**config.mk**
```make
export PLATFORM = sky130hd
export DESIGN_NAME = board_ctl
export DESIGN_NICKNAME = d
export VERILOG_FILES = /design/src/rtl/board_ctl.sv
export SDC_FILE = /design/constraint.sdc
export NUM_CORES = 1
export LEC_CHECK = 0
export ABC_AREA = 1
export BUFFER_PORTS_ARGS = -buffer_cell sky130_fd_sc_hd__buf_2
export CAP_MARGIN = 40
export CORE_MARGIN = 4
export CORE_UTILIZATION = 25
export DETAILED_ROUTE_END_ITERATION = 10
export PLACE_DENSITY = 0.54
export SYNTH_ARGS = -nofsm -noshare
export SYNTH_HDL_FRONTEND = slang
export SYNTH_SLANG_ARGS = --single-unit
```
**constraint.sdc**
```tcl
create_clock -name pclk -period 1.8 [get_ports pclk]
set_input_delay 0.18 -clock pclk [delete_from_list [all_inputs] [get_ports pclk]]
set_output_delay 0.18 -clock pclk [all_outputs]
set_load 0.01 [all_outputs]
```
**src/rtl/board_ctl.sv**
```systemverilog
// Tic-tac-toe controller for the 3x3 board: occupancy, turn order, win/draw detection
// and frame-synchronised per-square highlight enables for the draw chain.
module board_ctl #(
  parameter int X0     = 8,
  parameter int Y0     = 3,
  parameter int CELL_W = 336,
  parameter int CELL_H = 256
)(
  input  logic        pclk,
  input  logic        rst,
  input  logic [11:0] xpos,
  input  logic [11:0] ypos,
  input  logic        mouse_left,
  input  logic        vblnk_in,
  input  logic        new_game,
  output logic [8:0]  square_en,
  output logic [8:0]  board_x,
  output logic [8:0]  board_o,
  output logic        turn,
  output logic        busy,
  output logic        game_over,
  output logic [1:0]  winner
);

  localparam logic [11:0] XB0 = 12'(X0);
  localparam logic [11:0] XB1 = 12'(X0 + CELL_W);
  localparam logic [11:0] XB2 = 12'(X0 + 2*CELL_W);
  localparam logic [11:0] XB3 = 12'(X0 + 3*CELL_W);
  localparam logic [11:0] YB0 = 12'(Y0);
  localparam logic [11:0] YB1 = 12'(Y0 + CELL_H);
  localparam logic [11:0] YB2 = 12'(Y0 + 2*CELL_H);
  localparam logic [11:0] YB3 = 12'(Y0 + 3*CELL_H);

  typedef enum logic [2:0] {IDLE, CHECK, PLACE, EVAL, OVER} state_t;

  state_t      state_q;
  logic [3:0]  hover_idx_q, hover_idx_d, click_idx_q;
  logic        hover_vld_q, hover_vld_d, click_vld_q, click_pend_q;
  logic        mouse_q, vblnk_q;
  logic [8:0]  sq_q, sq_d;
  logic [8:0]  board_x_q, board_o_q, occ, mask, mover;
  logic        turn_q, over_q;
  logic [1:0]  winner_q;
  logic [2:0]  cnt_q;
  logic [1:0]  col, row;
  logic [3:0]  row_base;
  logic        click;

  // Cell decode by threshold compares; row*3 comes from a tiny lookup.
  always_comb begin
    col         = 2'd0;
    row         = 2'd0;
    hover_vld_d = 1'b1;
    if (xpos < XB0 || xpos >= XB3) hover_vld_d = 1'b0;
    else if (xpos >= XB2)          col = 2'd2;
    else if (xpos >= XB1)          col = 2'd1;
    if (ypos < YB0 || ypos >= YB3) hover_vld_d = 1'b0;
    else if (ypos >= YB2)          row = 2'd2;
    else if (ypos >= YB1)          row = 2'd1;
    case (row)
      2'd1:    row_base = 4'd3;
      2'd2:    row_base = 4'd6;
      default: row_base = 4'd0;
    endcase
    hover_idx_d = row_base + {2'b00, col};
  end

  assign occ   = board_x_q | board_o_q;
  assign click = mouse_left && !mouse_q;
  assign mover = turn_q ? board_o_q : board_x_q;

  always_comb begin
    case (cnt_q)
      3'd0:    mask = 9'b000_000_111;
      3'd1:    mask = 9'b000_111_000;
      3'd2:    mask = 9'b111_000_000;
      3'd3:    mask = 9'b001_001_001;
      3'd4:    mask = 9'b010_010_010;
      3'd5:    mask = 9'b100_100_100;
      3'd6:    mask = 9'b100_010_001;
      default: mask = 9'b001_010_100;
    endcase
  end

  always_comb begin
    sq_d = 9'd0;
    if (hover_vld_q && !occ[hover_idx_q] && !over_q) sq_d = 9'd1 << hover_idx_q;
  end

  always_ff @(posedge pclk or negedge rst) begin
    if (!rst) begin
      hover_idx_q <= 4'd0;
      hover_vld_q <= 1'b0;
      mouse_q     <= 1'b0;
      vblnk_q     <= 1'b0;
      sq_q        <= 9'd0;
    end else begin
      hover_idx_q <= hover_idx_d;
      hover_vld_q <= hover_vld_d;
      mouse_q     <= mouse_left;
      vblnk_q     <= vblnk_in;
      if (new_game)                  sq_q <= 9'd0;
      else if (vblnk_in && !vblnk_q) sq_q <= sq_d;
    end
  end

  always_ff @(posedge pclk or negedge rst) begin
    if (!rst) begin
      state_q      <= IDLE;
      click_idx_q  <= 4'd0;
      click_vld_q  <= 1'b0;
      click_pend_q <= 1'b0;
      board_x_q    <= 9'd0;
      board_o_q    <= 9'd0;
      turn_q       <= 1'b0;
      over_q       <= 1'b0;
      winner_q     <= 2'b00;
      cnt_q        <= 3'd0;
    end else if (new_game) begin
      state_q      <= IDLE;
      click_pend_q <= 1'b0;
      board_x_q    <= 9'd0;
      board_o_q    <= 9'd0;
      turn_q       <= 1'b0;
      over_q       <= 1'b0;
      winner_q     <= 2'b00;
      cnt_q        <= 3'd0;
    end else begin
      // One-deep click buffer; CHECK clears it only when it is already full.
      if (click && !click_pend_q) begin
        click_pend_q <= 1'b1;
        click_idx_q  <= hover_idx_q;
        click_vld_q  <= hover_vld_q;
      end
      case (state_q)
        IDLE:  if (click_pend_q) state_q <= CHECK;
        CHECK: begin
          click_pend_q <= 1'b0;
          if (!click_vld_q || occ[click_idx_q]) state_q <= IDLE;
          else                                  state_q <= PLACE;
        end
        PLACE: begin
          if (turn_q) board_o_q[click_idx_q] <= 1'b1;
          else        board_x_q[click_idx_q] <= 1'b1;
          cnt_q   <= 3'd0;
          state_q <= EVAL;
        end
        EVAL: begin
          if ((mover & mask) == mask) begin
            winner_q <= turn_q ? 2'b10 : 2'b01;
            over_q   <= 1'b1;
            state_q  <= OVER;
          end else if (cnt_q == 3'd7) begin
            if (occ == 9'h1FF) begin
              winner_q <= 2'b11;
              over_q   <= 1'b1;
              state_q  <= OVER;
            end else begin
              turn_q  <= ~turn_q;
              state_q <= IDLE;
            end
          end else begin
            cnt_q <= cnt_q + 3'd1;
          end
        end
        default: state_q <= OVER;
      endcase
    end
  end

  // new_game blanks the highlight in the same cycle it is asserted.
  assign square_en = new_game ? 9'd0 : sq_q;
  assign board_x   = board_x_q;
  assign board_o   = board_o_q;
  assign turn      = turn_q;
  assign busy      = (state_q != IDLE) && (state_q != OVER);
  assign game_over = over_q;
  assign winner    = winner_q;

endmodule

```
==> results.md, run 1 <==
* Pwr dens at 688 nW/um^2
* Required time worst endpoint at 1980 ps
* Worst-Skew Late Latency at 290 ps
* Clock buffer depth at 2
* DRC at 0
* Antenna cells at 0
* Mapped Cells at 429
* Setup violators final at 4
* Worst Skew at 6.87 ps
* Period utilization at 1.02
* Number of buffers added on ports at 57
* FF+latch count, synth at 50
* Total track usage at 0.117
* RSZ-0062 raised after global routing: yes
* Leakage at 2.08 nW
* Initial antenna violation count at 0
* Total wire length at 8.28 mm
* CTS tree: done
* Hold Path Cell Cnt at 1
* Core area at 12100 sq um
* Routed wire per std cell at 12.1 microns
* Die area at 14200 sq um
* Final setup margin at -38.7 ps
* IO Count at 61
* Yosys synthesis warning count at 0
* Site Rows at 40
* Reg-to-reg critical path endpoint: winner[0]
* Synth area leaders: dfrtp_1, nand2_1, inv_1, nor2_1, ha_1
* TritonCTS sink count at 50
* First-pass GRT wire length at 13.8 mm
* CTS Buf Count at 5
* Actual slew at the worst max-slew pin at 561 ps
* Crit path top cell by count: nand2_2
* Seq/Total Area, Yosys at 0.406
* Vias in the first global route at 2982
* Post-synth EDFFs at 0
* Global route overflow at 0
* Fill cells at 1289
* Status: finished, violations left
* Count of final hold-check violations at 0
* CP Buf/Inv Count at 2
* VDD IR max at 288 uV
* Leading area contributor after synthesis: dfrtp_1
* Synth top cells by count: nand2_1, inv_1, dfrtp_1
* Violated checks: setup timing
* Worst hold margin at 12.1 ps
* DRT Pass-1 Iters at 4
* Critical path type: flip-flop to flip-flop
* Tmin final at 1840 ps
* Layout area overhead at 35.8%
* Worst-path fanout max at 4
* HP Class: input port to flip-flop
* Post-route ant nets at 0
* Via Count at 2984
* Mapped Nets at 471
* DP Wirelength at 6.43 mm
* GRT met1 Usage at 0.154
* Via/cell ratio at 4.38
* Rel. slew slack at 0.625
* GR Layer Usage met3 at 0.0252
* Share of cells above drive strength 1 at 0.288
* GR Layer Usage met2 at 0.194
* CTS clock-pin slew for the worst setup and hold paths at 70 ps
* Crit start category: flip-flop
* Register area at 1250 sq um
* WHS Endpoint: vblnk_q
* RePlAce Congestion at 0.795
* Syn_area_per_cell at 7.19 sq um
* Critical Path AT at 2020 ps
* Max Slew Vio Count at 0
* Initial core utilization at 0.256
* CTS Root Cell: clkbuf_16
* Async set-or-reset flop fraction in the synthesized netlist at 1.00
* Area share of the largest cell type after synthesis at 0.406
* Busiest grt layer: met2
* Max cap viols at 0
* Setup TNS at -71.7 ps
* Die width at 119 microns
* Largest delay share family, worst path: simple AND/OR/NAND/NOR gates
* Number of nets in the layout at 555
* Reg2Reg Setup Slack at -40 ps
* Hold Crit Start: vblnk_in
* Fmax at 0.544 GHz
* Pre-CTS WS at -352 ps
* CP max-delay cell: dfrtp_2
* Area of the multi-input gates at 1740 sq um
* Most common cell in the netlist: nand2_1
* Crit-path cells: ha_4 > ha_4 > inv_4 > nand3_4 > nor2_4 > inv_2 > a21oi_4 > nand2_2 > nand2_2 > nand2_2 > nand2_1 > nand2_1
* Dpl cells at 669
* Drt first-iter violations at 144
* Element type at the critical path end: flip-flop
* Die Span Y at 119 microns
* Fin cells at 682
* Library cells used by synthesis at 34
* Syn Std Cell Area at 3080 sq um
* Reg2reg path depth at 12
* Reg-to-reg startpoint: cnt_q[1]
* Largest net degree at the start of global routing at 25
* CTS H-tree depth at 2
* Ys flop type: dfrtp_1
* Slowest stage delay, CP at 470 ps
==> state kept, by name (all words and copies together) (netlist names), 2 cells and up <==
| register | count |
|---|---|
| click_idx_q | 4 |
| board_x | 9 |
| hover_idx_q | 4 |
| board_o | 9 |
| winner | 2 |
| state_q | 3 |
| cnt_q | 3 |
| sq_q | 9 |
==> through the flow <==
stage,power [mW],area [sq um],utilization
after detailed placement,1.81,3760,0.312
after global placement,1.80,3760,0.312
after floorplan,1.59,3120,-
after global routing,3.05,4190,0.347
final,2.88,4190,0.347
after CTS,2.90,4030,0.334
==> worst max path at each step <==
stage / from / to / slack (ps) / depth (start not counted)
4_1_cts: cnt_q[0] / winner[0] / -40 / 12
3_5_place_dp: ypos[3] / hover_idx_q[2] / -350 / 13
2_1_floorplan: ypos[1] / hover_idx_q[2] / -60 / 12
6_report: cnt_q[1] / winner[0] / -40 / 12
3_3_place_gp: ypos[1] / hover_idx_q[2] / -250 / 13
5_1_grt: ypos[5] / hover_idx_q[1] / -140 / 13
==> metal layers <==
layer,up-vias,part of all wire
li1,1528,-
met1,1376,0.46
met2,74,0.48
met3,6,0.050
met4,0,0.0083
met5,-,0
==> final cells by class <==
class                      count  area share
clock buffer                   6      0.0308
clock inverter                 2     0.00896
inverter                      73      0.0678
multi-input combinational    299       0.415
sequential                    50       0.299
tap                          168      0.0502
timing repair buffer          84       0.128
==> timing repair <==
item / in CTS / in global routing
hold buffers: 1 / 0
setup buffers: 4 / 1
setup endpoints to repair: 12 / 13
hold endpoints to repair: 15 / 0
resized for setup: 21 / 35
pin swaps: 8 / 13
==> worst register-to-register path, stage by stage, from the launching register on <==
cell	delay, ps
dfrtp_2	470
ha_4	200
ha_4	160
inv_4	60
nand3_4	90
nor2_4	110
inv_2	50
a21oi_4	200
nand2_2	120
nand2_2	90
nand2_2	60
nand2_1	60
nand2_1	50
==> report_power, final <==
part | switching (mW) | leakage [nW] | internal, mW | total [mW]
registers | 0.0493 | 0.674 | 1.19 | 1.24
logic | 0.375 | 1.33 | 0.197 | 0.572
clock network | 0.414 | 0.0771 | 0.657 | 1.07
==> layout by cell type, fill, tap and decap left out, types with 5 or more instances in the layout <==
cell,netlist,layout
a21oi_1,25,24
nand2_2,4,8
buf_6,0,6
nand4_1,15,15
nor2_1,41,37
nor3_1,7,7
o21ai_0,10,9
o21ai_1,8,8
nor2_4,2,5
nand2_1,125,117
buf_2,3,53
ha_4,0,7
inv_2,3,6
buf_4,0,23
clkbuf_16,0,5
inv_1,70,63
dfrtp_1,50,48
nand3_1,24,20
nand2_4,1,5
==> cells by family (layout without fill, tap and decap cells) <==
| group | Yosys count | after routing | share of synthesized area |
|---|---|---|---|
| fa+ha+maj | 13 | 13 | 0.0552 |
| simple gates | 228 | 228 | 0.329 |
| compound gates | 56 | 56 | 0.105 |
| xor+xnor | 1 | 1 | 0.00284 |
| flops | 50 | 50 | 0.406 |
| buf+inv | 80 | 165 | 0.0986 |
| mux | 1 | 1 | 0.00365 |
No activity file was read; power rests on OpenSTA's default activity.
==> run 2: changes to the inputs <==
--- a/config.mk
+++ b/config.mk
@@ -5,7 +5,7 @@
 export SDC_FILE = /design/constraint.sdc
 export NUM_CORES = 1
 export LEC_CHECK = 0
-export ABC_AREA = 1
+export ABC_AREA = 0
 export BUFFER_PORTS_ARGS = -buffer_cell sky130_fd_sc_hd__buf_2
 export CAP_MARGIN = 40
 export CORE_MARGIN = 4
==> run 2 against run 1 <==
Effect of this change: the flow still finishes with violations (setup timing); critical endpoint unchanged; sequential cell count unchanged; global-route usage up 1.2 points; clock power about the same; maximum frequency down 20%; largest cell class unchanged; sequential power about the same.
==> results.md, run 2 <==
* Via/cell ratio at 4.88 (+12%)
* Core area at 11400 sq um (-5.3%)
* Ys flop type: dfrtp_1
* Die Span Y at 116 microns (-2.5%)
* Rel. slew slack at 0.630 (+0.00557)
* CP Buf/Inv Count at 0 (-2)
* Reg-to-reg critical path endpoint: winner[0]
* Die width at 116 microns (-2.5%)
* Site Rows at 39 (-2.5%)
* Initial core utilization at 0.256 (+0.000267)
* Setup violators final at 11 (+7)
* Worst-path fanout max at 5 (+1)
* Largest delay share family, worst path: compound AO/OA/AOI/OAI gates
* Reg2reg path depth at 6 (-6)
* Total track usage at 0.128 (+0.0116)
* Max Slew Vio Count at 0 (unchanged)
* Max cap viols at 0 (unchanged)
* Total wire length at 8.44 mm (+2.0%)
* Fmax at 0.434 GHz (-20%)
* Status: finished, violations left
* Number of buffers added on ports at 57 (unchanged)
* Hold Path Cell Cnt at 1 (unchanged)
* Synth top cells by count: dfrtp_1, nor2_1, a21oi_1
* Area share of the largest cell type after synthesis at 0.428 (+0.0224)
* FF+latch count, synth at 50 (unchanged)
* Global route overflow at 0 (unchanged)
* TritonCTS sink count at 50 (unchanged)
* Leakage at 2.00 nW (-4.0%)
* CTS tree: done
* Number of nets in the layout at 468 (-16%)
* Count of final hold-check violations at 0 (unchanged)
* Layout area overhead at 47.0%
* Share of cells above drive strength 1 at 0.440 (+0.152)
* Mapped Nets at 347 (-26%)
* Reg2Reg Setup Slack at -510 ps (-470 ps)
* Hold Crit Start: vblnk_in
* HP Class: input port to flip-flop
* Die area at 13500 sq um (-4.9%)
* Worst Skew at 8.93 ps (+2.07 ps)
* Syn Std Cell Area at 2920 sq um (-5.2%)
* CTS H-tree depth at 2 (unchanged)
* Critical path type: flip-flop to flip-flop
* CTS Root Cell: clkbuf_16
* IO Count at 61 (unchanged)
* Violated checks: setup timing
* Pre-CTS WS at -575 ps (-223 ps)
* Slowest stage delay, CP at 460 ps (about the same)
* Post-synth EDFFs at 0 (unchanged)
* VDD IR max at 377 uV (+31%)
* CTS Buf Count at 5 (unchanged)
* Clock buffer depth at 2 (unchanged)
* Crit path top cell by count: ha_4
* Library cells used by synthesis at 54 (+59%)
* Dpl cells at 549 (-18%)
* Vias in the first global route at 2730 (-8.5%)
* RSZ-0062 raised after global routing: yes
* Commonest cells after routing, fill and taps aside: buf_4, buf_2, dfrtp_1
* Period utilization at 1.28 (+0.260)
* Crit-path cells: ha_4 > ha_4 > o31a_1 > a221o_1 > or4_4 > mux2_4
* CTS clock-pin slew for the worst setup and hold paths at 70 ps (about the same)
* Initial antenna violation count at 0 (unchanged)
* Antenna cells at 0 (unchanged)
* Post-route ant nets at 0 (unchanged)
* Leading area contributor after synthesis: dfrtp_1
* WHS Endpoint: vblnk_q
* Mapped Cells at 305 (-29%)
* Drt first-iter violations at 125 (-13%)
* Commonest non-fill, non-tap cell in the layout: buf_4
* Largest net degree at the start of global routing at 23 (-8.0%)
* Fin cells at 570 (-16%)
* Required time worst endpoint at 1980 ps (about the same)
* Element type at the critical path end: flip-flop
* Fill cells at 1158 (-10%)
* Critical Path AT at 2490 ps (+470 ps)
* Tmin final at 2310 ps (+468 ps)
* Pwr dens at 648 nW/um^2 (-5.8%)
* Via Count at 2781 (-6.8%)
* DP Wirelength at 6.40 mm (-0.53%)
* CP max-delay cell: dfrtp_2
* Yosys synthesis warning count at 0 (unchanged)
* Most common cell in the netlist: dfrtp_1
* Synth area leaders: dfrtp_1, nor2_1, ha_1, a21oi_1, nor2b_1
* Routed wire per std cell at 14.8 microns (+22%)
* Final setup margin at -507 ps (-468 ps)
* Syn_area_per_cell at 9.58 sq um (+33%)
* Crit start category: flip-flop
* DRC at 0 (unchanged)
* DRT Pass-1 Iters at 4 (unchanged)
* Async set-or-reset flop fraction in the synthesized netlist at 1.00 (unchanged)
* Actual slew at the worst max-slew pin at 555 ps (-6.29 ps)
* Worst-Skew Late Latency at 290 ps (about the same)
* First-pass GRT wire length at 13.8 mm (-0.45%)
* Seq/Total Area, Yosys at 0.428 (+0.0224)
* RePlAce Congestion at 0.809 (+1.7%)
* Reg-to-reg startpoint: cnt_q[0]
run 2: cell types whose count changed after synthesis, sizes merged, moves of 5 or more:
cell / change
a31oi: +8
clkbuf: +5
inv: -59
mux2: +8
mux2i: +7
nand2: -117
nand2b: +6
nand3: -22
nand4: -13
nor2b: +16
o21a: +5
o41ai: +5
run 2: worst max path at each step:
stage,startpoint,slack [ps],depth (start not counted),to
2_1_floorplan,cnt_q[0],-460,7,winner[0]
3_3_place_gp,cnt_q[0],-540,6,cnt_q[1]
3_5_place_dp,cnt_q[0],-580,6,cnt_q[1]
4_1_cts,cnt_q[0],-490,6,winner[0]
5_1_grt,cnt_q[0],-560,9,cnt_q[0]
6_report,cnt_q[0],-510,6,winner[0]
run 2: kinds of logic (layout without fill, tap and decap cells):
logic type | after synthesis | after routing | synth area share
adder cells (fa/ha/maj) | 13 | 13 | 0.0582
AO/OA/AOI/OAI | 75 | 75 | 0.166
multiplexers | 20 | 20 | 0.0908
XOR/XNOR | 2 | 2 | 0.00599
flip-flops | 50 | 50 | 0.428
AND/OR/NAND/NOR | 120 | 120 | 0.216
buffers and inverters | 25 | 147 | 0.0351
run 2: area by class of cell:
class                           instances  area (sq um)  share of cell area
Timing Repair Buffer                  125           835               0.194
Inverter                               14          55.1              0.0128
Tap cell                              143           179              0.0416
Multi-Input combinational cell        230          1810               0.421
Clock inverter                          3          40.0             0.00932
Sequential cell                        50          1250               0.292
Clock buffer                            5           125              0.0291
run 2: report_power, final:
| group | internal [mW] | switching (mW) |
|---|---|---|
| registers | 1.16 | 0.0526 |
| clock network | 0.651 | 0.414 |
| logic | 0.237 | 0.265 |
| total | 2.05 | 0.731 |
run 2: per-stage QoR:
| stage | hold slack, ps | utilization | power [mW] | TNS, ps | instance area (sq um) |
|---|---|---|---|---|---|
| after global placement | 194 | 0.338 | 1.68 | -5300 | 3860 |
| final | 26.8 | 0.376 | 2.78 | -4440 | 4300 |
| after floorplan | -116 | - | 1.46 | -3520 | 3030 |
| after global routing | 21.5 | 0.376 | 2.92 | -5380 | 4300 |
| after detailed placement | 198 | 0.338 | 1.69 | -5820 | 3860 |
| after CTS | 22.6 | 0.369 | 2.80 | -4340 | 4210 |
run 2: what timing repair did:
item,CTS,global route
hold buffers,1,0
pin swaps,12,8
resized for setup,15,19
endpoints found under the hold margin,20,0
endpoints found under the setup margin,11,16
setup buffers,11,1
run 2: routing by layer:
| layer | global-route usage | vias up | wire length, microns |
|---|---|---|---|
| met5 | 0 | - | 0 |
| met4 | 0.0394 | 0 | 121 |
| met3 | 0.0218 | 7 | 412 |
| met2 | 0.210 | 74 | 4020 |
| met1 | 0.174 | 1353 | 3890 |
| li1 | - | 1347 | - |
run 2: worst reg2reg max path, delay by kind of cell, from the launching register on:
family / cells / cell delay, ps
mux: 1 / 310
simple gates: 1 / 450
compound gates: 2 / 610
flops: 1 / 460
fa+ha+maj: 2 / 360
